### config.mk
export PLATFORM = sky130hd
export DESIGN_NAME = muldiv_sequencer
export DESIGN_NICKNAME = d
export VERILOG_FILES = /design/src/rtl/mips_pkg.sv /design/src/rtl/muldiv_addsub.sv /design/src/rtl/muldiv_sequencer.sv
export SDC_FILE = /design/constraint.sdc
export NUM_CORES = 1
export LEC_CHECK = 0
export CORE_MARGIN = 8
export CORE_UTILIZATION = 59
export CTS_CLUSTER_DIAMETER = 40
export CTS_CLUSTER_SIZE = 25
export DETAILED_ROUTE_END_ITERATION = 16
export GPL_TIMING_DRIVEN = 0
export PLACE_DENSITY = 0.87
export SLEW_MARGIN = 20
export SYNTH_ARGS = -nofsm -noshare
export SYNTH_HDL_FRONTEND = slang
export SYNTH_SLANG_ARGS = --single-unit
### constraint.sdc
create_clock -name clk -period 5.7 [get_ports clk]
set_input_delay 1.14 -clock clk [delete_from_list [all_inputs] [get_ports clk]]
set_output_delay 1.14 -clock clk [all_outputs]
set_load 0.02 [all_outputs]
### src/rtl/mips_pkg.sv
// Shared MIPS EX-stage definitions: mult/div op encodings, mult/div FSM
// state type, datapath width and ALU-control op constants.
package mips_pkg;

  localparam int unsigned DATA_W = 32;

  // Mult/div op field.
  localparam logic [1:0] MD_MULT  = 2'd0;
  localparam logic [1:0] MD_MULTU = 2'd1;
  localparam logic [1:0] MD_DIV   = 2'd2;
  localparam logic [1:0] MD_DIVU  = 2'd3;

  typedef enum logic [2:0] {
    MD_IDLE,
    MD_PREP,
    MD_ITER,
    MD_FIX,
    MD_DONE
  } md_state_t;

  // ALU-control op codes.
  localparam logic [3:0] ALU_AND = 4'd0;
  localparam logic [3:0] ALU_OR  = 4'd1;
  localparam logic [3:0] ALU_ADD = 4'd2;
  localparam logic [3:0] ALU_SUB = 4'd6;
  localparam logic [3:0] ALU_SLT = 4'd7;
  localparam logic [3:0] ALU_NOR = 4'd12;

endpackage

### src/rtl/muldiv_addsub.sv
// Combinational W-bit add/subtract shared by the multiply and divide steps.
// Ports: a, b operands; sub selects a-b; sum_c result; cout_c carry out
// (for subtract, cout_c=1 means no borrow, i.e. a >= b).
module muldiv_addsub #(
  parameter int unsigned W = 33
) (
  input  logic [W-1:0] a,
  input  logic [W-1:0] b,
  input  logic         sub,
  output logic [W-1:0] sum_c,
  output logic         cout_c
);

  logic [W-1:0] b_eff_c;
  logic [W:0]   full_c;

  // Subtract as a + ~b + 1.
  assign b_eff_c = sub ? ~b : b;
  assign full_c  = {1'b0, a} + {1'b0, b_eff_c} + {{W{1'b0}}, sub};
  assign sum_c   = full_c[W-1:0];
  assign cout_c  = full_c[W];

endmodule

### src/rtl/muldiv_sequencer.sv
// Iterative MULT/MULTU/DIV/DIVU controller owning the HI/LO pair.
// Ports: clk, rst_n; start/op/rs_val/rt_val launch an operation from idle;
// flush aborts an in-flight operation; we_hi/we_lo/wdata are MTHI/MTLO;
// busy while in flight; done (+ div_zero) pulse as HI/LO are written; hi/lo.
module muldiv_sequencer #(
  parameter int unsigned DATA_W = mips_pkg::DATA_W
) (
  input  logic              clk,
  input  logic              rst_n,
  input  logic              start,
  input  logic [1:0]        op,
  input  logic [DATA_W-1:0] rs_val,
  input  logic [DATA_W-1:0] rt_val,
  input  logic              flush,
  input  logic              we_hi,
  input  logic              we_lo,
  input  logic [DATA_W-1:0] wdata,
  output logic              busy,
  output logic              done,
  output logic              div_zero,
  output logic [DATA_W-1:0] hi,
  output logic [DATA_W-1:0] lo
);
  import mips_pkg::*;

  localparam int unsigned CNT_W = (DATA_W > 1) ? $clog2(DATA_W) : 1;
  localparam int unsigned ACC_W = 2 * DATA_W;
  localparam int unsigned AS_W  = DATA_W + 1;

  md_state_t         state, state_next;
  logic [1:0]        op_q;
  logic [DATA_W-1:0] rs_q, rt_q, mag_q;
  logic [ACC_W-1:0]  acc;
  logic [CNT_W-1:0]  cnt;
  logic              sign_q, sign_r;

  logic              is_div_c, is_signed_c, div_zero_c, last_iter_c, commit_c;
  logic [DATA_W-1:0] rs_abs_c, rt_abs_c;
  logic [AS_W-1:0]   as_a_c, as_b_c, as_sum_c;
  logic              as_cout_c;
  logic [ACC_W-1:0]  prod_c;
  logic [DATA_W-1:0] quot_c, rem_c, hi_res_c, lo_res_c;

  assign is_div_c    = (op_q == MD_DIV) || (op_q == MD_DIVU);
  assign is_signed_c = (op_q == MD_MULT) || (op_q == MD_DIV);
  assign div_zero_c  = (rt_q == '0);
  assign last_iter_c = (cnt == CNT_W'(DATA_W - 1));
  assign commit_c    = (state == MD_FIX) && (state_next == MD_DONE);

  // Operand magnitudes for signed ops; 0x80000000 maps onto itself, which is
  // the correct unsigned magnitude.
  assign rs_abs_c = (is_signed_c && rs_q[DATA_W-1]) ? -rs_q : rs_q;
  assign rt_abs_c = (is_signed_c && rt_q[DATA_W-1]) ? -rt_q : rt_q;

  // Divide: shifted remainder {rem, next dividend bit} minus divisor.
  // Multiply: upper accumulator half plus multiplicand, carry kept in bit W.
  assign as_a_c = is_div_c ? acc[ACC_W-1:DATA_W-1] : {1'b0, acc[ACC_W-1:DATA_W]};
  assign as_b_c = {1'b0, mag_q};

  muldiv_addsub #(.W(AS_W)) u_addsub (
    .a      (as_a_c),
    .b      (as_b_c),
    .sub    (is_div_c),
    .sum_c  (as_sum_c),
    .cout_c (as_cout_c)
  );

  // Sign fix-up and final HI/LO selection.
  assign prod_c = sign_q ? -acc : acc;
  assign quot_c = acc[DATA_W-1:0];
  assign rem_c  = acc[ACC_W-1:DATA_W];

  always_comb begin
    hi_res_c = prod_c[ACC_W-1:DATA_W];
    lo_res_c = prod_c[DATA_W-1:0];
    if (is_div_c) begin
      if (div_zero_c) begin
        hi_res_c = rs_q;
        lo_res_c = '1;
      end else begin
        hi_res_c = sign_r ? -rem_c : rem_c;
        lo_res_c = sign_q ? -quot_c : quot_c;
      end
    end
  end

  // State register.
  always_ff @(posedge clk or negedge rst_n) begin
    if (!rst_n) state <= MD_IDLE;
    else        state <= state_next;
  end

  // Next-state logic; flush squashes anything not yet committed.
  always_comb begin
    state_next = state;
    case (state)
      MD_IDLE: if (start) state_next = MD_PREP;
      MD_PREP: state_next = MD_ITER;
      MD_ITER: if (last_iter_c) state_next = MD_FIX;
      MD_FIX:  state_next = MD_DONE;
      MD_DONE: state_next = MD_IDLE;
      default: state_next = MD_IDLE;
    endcase
    if (flush && (state == MD_PREP || state == MD_ITER || state == MD_FIX))
      state_next = MD_IDLE;
  end

  // Operand capture, magnitude preparation and one step per ITER cycle.
  always_ff @(posedge clk or negedge rst_n) begin
    if (!rst_n) begin
      op_q   <= MD_MULT;
      rs_q   <= '0;
      rt_q   <= '0;
      mag_q  <= '0;
      acc    <= '0;
      cnt    <= '0;
      sign_q <= 1'b0;
      sign_r <= 1'b0;
    end else begin
      case (state)
        MD_IDLE: begin
          if (start) begin
            op_q <= op;
            rs_q <= rs_val;
            rt_q <= rt_val;
          end
        end
        MD_PREP: begin
          sign_q <= is_signed_c & (rs_q[DATA_W-1] ^ rt_q[DATA_W-1]);
          sign_r <= is_signed_c & rs_q[DATA_W-1];
          cnt    <= '0;
          if (is_div_c) begin
            mag_q <= rt_abs_c;
            acc   <= {{DATA_W{1'b0}}, rs_abs_c};
          end else begin
            mag_q <= rs_abs_c;
            acc   <= {{DATA_W{1'b0}}, rt_abs_c};
          end
        end
        MD_ITER: begin
          cnt <= cnt + CNT_W'(1);
          if (is_div_c) begin
            if (as_cout_c) acc <= {as_sum_c[DATA_W-1:0], acc[DATA_W-2:0], 1'b1};
            else           acc <= {acc[ACC_W-2:0], 1'b0};
          end else begin
            if (acc[0]) acc <= {as_sum_c, acc[DATA_W-1:1]};
            else        acc <= {1'b0, acc[ACC_W-1:1]};
          end
        end
        default: ;
      endcase
    end
  end

  // Registered status outputs and the HI/LO pair.
  always_ff @(posedge clk or negedge rst_n) begin
    if (!rst_n) begin
      busy     <= 1'b0;
      done     <= 1'b0;
      div_zero <= 1'b0;
      hi       <= '0;
      lo       <= '0;
    end else begin
      busy     <= (state_next != MD_IDLE);
      done     <= commit_c;
      div_zero <= commit_c & is_div_c & div_zero_c;
      if (commit_c) begin
        hi <= hi_res_c;
        lo <= lo_res_c;
      end else if (state == MD_IDLE) begin
        if (we_hi) hi <= wdata;
        if (we_lo) lo <= wdata;
      end
    end
  end

endmodule

==> impl_metrics.csv <==
group,metric,value,unit
worst_setup_path,path_class,"flop to flop",
drt,drtIter0Drc,2627,
global_route,antenna_found_initial,6,
clocking,cts_inserted_buffers,38,
worst_setup_path,path_max_fanout,10,
sta,setup_viol,0,
worst_setup_path,worst-path-buf-inv,5,
final_layout,nets,2487,
worst_setup_path,startpoint_type,"flop",
placed_design,io_buffers,170,
floorplan,ios,171,
drt,wirelength,80.6,mm
sta,fin_crit_sh,99.0,%
global_route,grt-busiest-layer,"met2",
worst_setup_path,reg2regPathDepth,15,
placed_design,dpl.hpwl,60.8,mm
worst_setup_path,crit_cells,15,
worst_setup_path,worst_r2r_endpoint,"acc[50]$_DFFE_PN0P_",
yosys,seq_area_frac_synth,33.7,%
global_route,grt_pass1_wl,119,mm
drt,ant_nets,0,
pwr,powerDensity,750,nW/um2
floorplan,die-area,35900,um2
final_layout,utilization,72.3,%
clocking,postCtsSetupRepairBufs,0,
sta,worst_pin_slew,1.13,ns
sta,fin_crit,5.64,ns
status,status,"finished, final reports clean",
worst_setup_path,worst_setup_path_end_kind,"flop",
clocking,cts_tree,"yes",
worst_setup_path,cp-startpoint,"op_q[1]$_DFFE_PN0P_",
final_layout,most-common-layout-cells,"273 x nand2_1, 239 x dfrtp_1, 225 x o21ai_0, 183 x a21oi_1, 169 x clkdlybuf4s50_1",
placed_design,place_area,20000,um2
floorplan,die_h,190,um
final_layout,fin_area,21400,um2
worst_setup_path,crit_path_end,"acc[50]$_DFFE_PN0P_",
sta,finalWorstSetupSlack,0.0594,ns
clocking,clk_pin_slew,0.06,ns
yosys,synth_edf_count,0,
global_route,grt_max_degree,88,
floorplan,initial_utilization,60.0,%
final_layout,area_growth,20.6,%
global_route,met1_usage,54.8,%
worst_hold_path,hp-class,"flop to flop",
pwr,power,0.0161,W
placed_design,place_ws,-1.02,ns
worst_setup_path,critPathTopFamily,"compound AO/OA/AOI/OAI gates",
sta,hold_viol,0,
drt,drc,0,
floorplan,die_width,190,um
clocking,clockBufferDepth,3,
yosys,async_reset_ff_share,100,%
worst_setup_path,crit_required,6.10,ns
drt,vias_per_cell,7.03,
sta,clock_skew,0.0277,ns
drt,num_vias,19500,
global_route,grt_overflow,0,
yosys,syn_area,17800,um2
final_layout,final_common_cell,"nand2_1",
final_layout,drive_above_1_share,8.47,%
clocking,cts.sinks,239,
yosys,synthFlopType,"dfrtp_1",
yosys,syn_nets,2277,
worst_setup_path,critPathMaxStageDelay,0.60,ns
clocking,insertion_delay,0.54,ns
floorplan,fp-row-count,63,
global_route,grt_use_met2,66.1,%
floorplan,core_area,29600,um2
yosys,ys_types,70,
pwr,total_leakage_power,8.85,nW
pwr,ir_drop,470,uV
worst_setup_path,regToRegStartpoint,"op_q[1]$_DFFE_PN0P_",
yosys,syn_area_per_cell,8.32,um2
worst_setup_path,crit_chain,"buf_2 > buf_2 > clkbuf_4 > clkbuf_2 > mux2_2 > ha_1 > clkbuf_1 > a211oi_1 > o211ai_1 > a21oi_1 > a311oi_1 > a31oi_1 > xnor2_1 > mux2_2 > a221o_1",
worst_setup_path,r2r_slack,0.06,ns
sta,slew_violations,0,
sta,whs,0.487,ns
yosys,netlist_instances,2135,
worst_setup_path,worst-endpoint-arrival,6.04,ns
worst_setup_path,cp_slowest_cell,"dfrtp_1",
drt,wl_per_cell,29.1,um
global_route,grt_pass1_vias,18800,
yosys,yosys_warnings,0,
clocking,htree_levels,2,
sta,clock.fmax,177,MHz
clocking,hold_buffers,0,
drt,dr.pass1.iters,9,
flow_run,drv_cap,0,
sta,rsz0062_at_grt,"no",
global_route,globalRouteTotalUtil,43.7,%
sta,max-slew-margin-rel,24.5,%
clocking,cts_root_buffer,"clkbuf_16",
placed_design,gp_congestion,1.03,
global_route,gr-usage-met3,13.9,%
yosys,ys_ff_latch,239,
-- cell usage after synthesis (5+ instances only) --
cell / instances / area [um2]
a211oi_1: 23 / 173
a21boi_0: 8 / 60.1
a21o_1: 17 / 128
a21oi_1: 183 / 916
a221o_1: 9 / 90.1
a221oi_1: 7 / 61.3
a22o_1: 6 / 52.6
a31oi_1: 21 / 131
a32o_1: 6 / 60.1
and2_1: 16 / 100
and3_1: 9 / 56.3
and4_1: 5 / 43.8
buf_1: 21 / 78.8
clkbuf_1: 156 / 586
dfrtp_1: 239 / 5980
ha_1: 37 / 463
inv_1: 28 / 105
mux2_2: 88 / 991
mux2i_1: 93 / 931
nand2_1: 273 / 1020
nand2b_1: 8 / 50.1
nand3_1: 34 / 170
nand4_1: 12 / 75.1
nand4b_1: 5 / 43.8
nor2_1: 116 / 435
nor2b_1: 7 / 43.8
nor3_1: 43 / 215
nor4_1: 16 / 100
o211ai_1: 13 / 97.6
o21a_1: 11 / 82.6
o21ai_0: 225 / 1130
o21bai_1: 6 / 45.0
o221ai_1: 33 / 289
o22ai_1: 32 / 200
o31ai_1: 35 / 263
o41ai_1: 13 / 114
or2_2: 6 / 37.5
or3_1: 26 / 163
or4_1: 13 / 97.6
xnor2_1: 86 / 753
xor2_1: 93 / 815
-- cell families after synthesis --
logic type / count (synthesis) / share of synthesized area, %
AO/OA/AOI/OAI: 680 / 23.5
multiplexers: 181 / 10.8
flip-flops: 239 / 33.7
AND/OR/NAND/NOR: 604 / 15.8
XOR/XNOR: 179 / 8.82
adder cells (fa/ha/maj): 38 / 2.72
buffers and inverters: 214 / 4.65
-- sequential cells by signal, summed over array words and instances, names as in the netlist, 2 cells and up --
register  flops
acc          64
hi           32
lo           32
mag_q        32
rs_q         32
rt_q         32
cnt           5
state         3
op_q          2
-- worst min-delay path by stage --
stage | start | endpoint | slack (ns) | cells after the start
4_1_cts | lo[4]$_DFFE_PN0P_ | lo[4]$_DFFE_PN0P_ | 0.49 | 2
2_1_floorplan | cnt[3]$_DFFE_PN0P_ | cnt[3]$_DFFE_PN0P_ | 0.45 | 1
3_3_place_gp | lo[23]$_DFFE_PN0P_ | lo[23]$_DFFE_PN0P_ | 0.46 | 2
6_report | lo[20]$_DFFE_PN0P_ | lo[20]$_DFFE_PN0P_ | 0.49 | 2
5_1_grt | lo[8]$_DFFE_PN0P_ | lo[8]$_DFFE_PN0P_ | 0.50 | 2
3_5_place_dp | lo[9]$_DFFE_PN0P_ | lo[9]$_DFFE_PN0P_ | 0.47 | 2
-- worst reg2reg max path, stage by stage, from the launching register on --
cell and delay [ns]:
dfrtp_1 0.60, buf_2 0.42, buf_2 0.44, clkbuf_4 0.39, clkbuf_2 0.40, mux2_2 0.40
ha_1 0.29, clkbuf_1 0.18, a211oi_1 0.26, o211ai_1 0.21, a21oi_1 0.58, a311oi_1 0.26
a31oi_1 0.27, xnor2_1 0.16, mux2_2 0.30, a221o_1 0.33
-- power by group --
group / switching, W / internal (W) / total [W]
registers: 0.00102 / 0.00245 / 0.00347
logic: 0.00660 / 0.00352 / 0.0101
clock network: 0.000970 / 0.00151 / 0.00248
-- per-layer routing --
layer	wire length (um)	vias to the layer above
met5	58	-
met4	5580	8
met3	10900	391
met2	34700	1619
met1	29300	9249
li1	-	8199
-- layout make-up --
type	count	area (um2)
multi-input combinational	1682	11000
fill	2204	8200
sequential	239	5980
timing repair buffer	172	1760
clock buffer	43	1010
buffer	182	726
tap	390	488
clock inverter	26	354
inverter	30	113
antenna	4	10.0
-- metrics by stage --
step | instances | setup TNS [ns]
floorplan | 2135 | 0
global placement | 2695 | -1559.46
detailed placement | 2697 | -27.29
CTS | 2766 | 0
global route | 2764 | 0
finish | 2768 | 0
-- repair_timing --
action | in CTS | in global routing
endpoints found under the hold margin | 0 | 0
setup endpoints to repair | 33 | 31
gates resized for setup | 10 | 11
No activity file was read; power rests on OpenSTA's default activity.
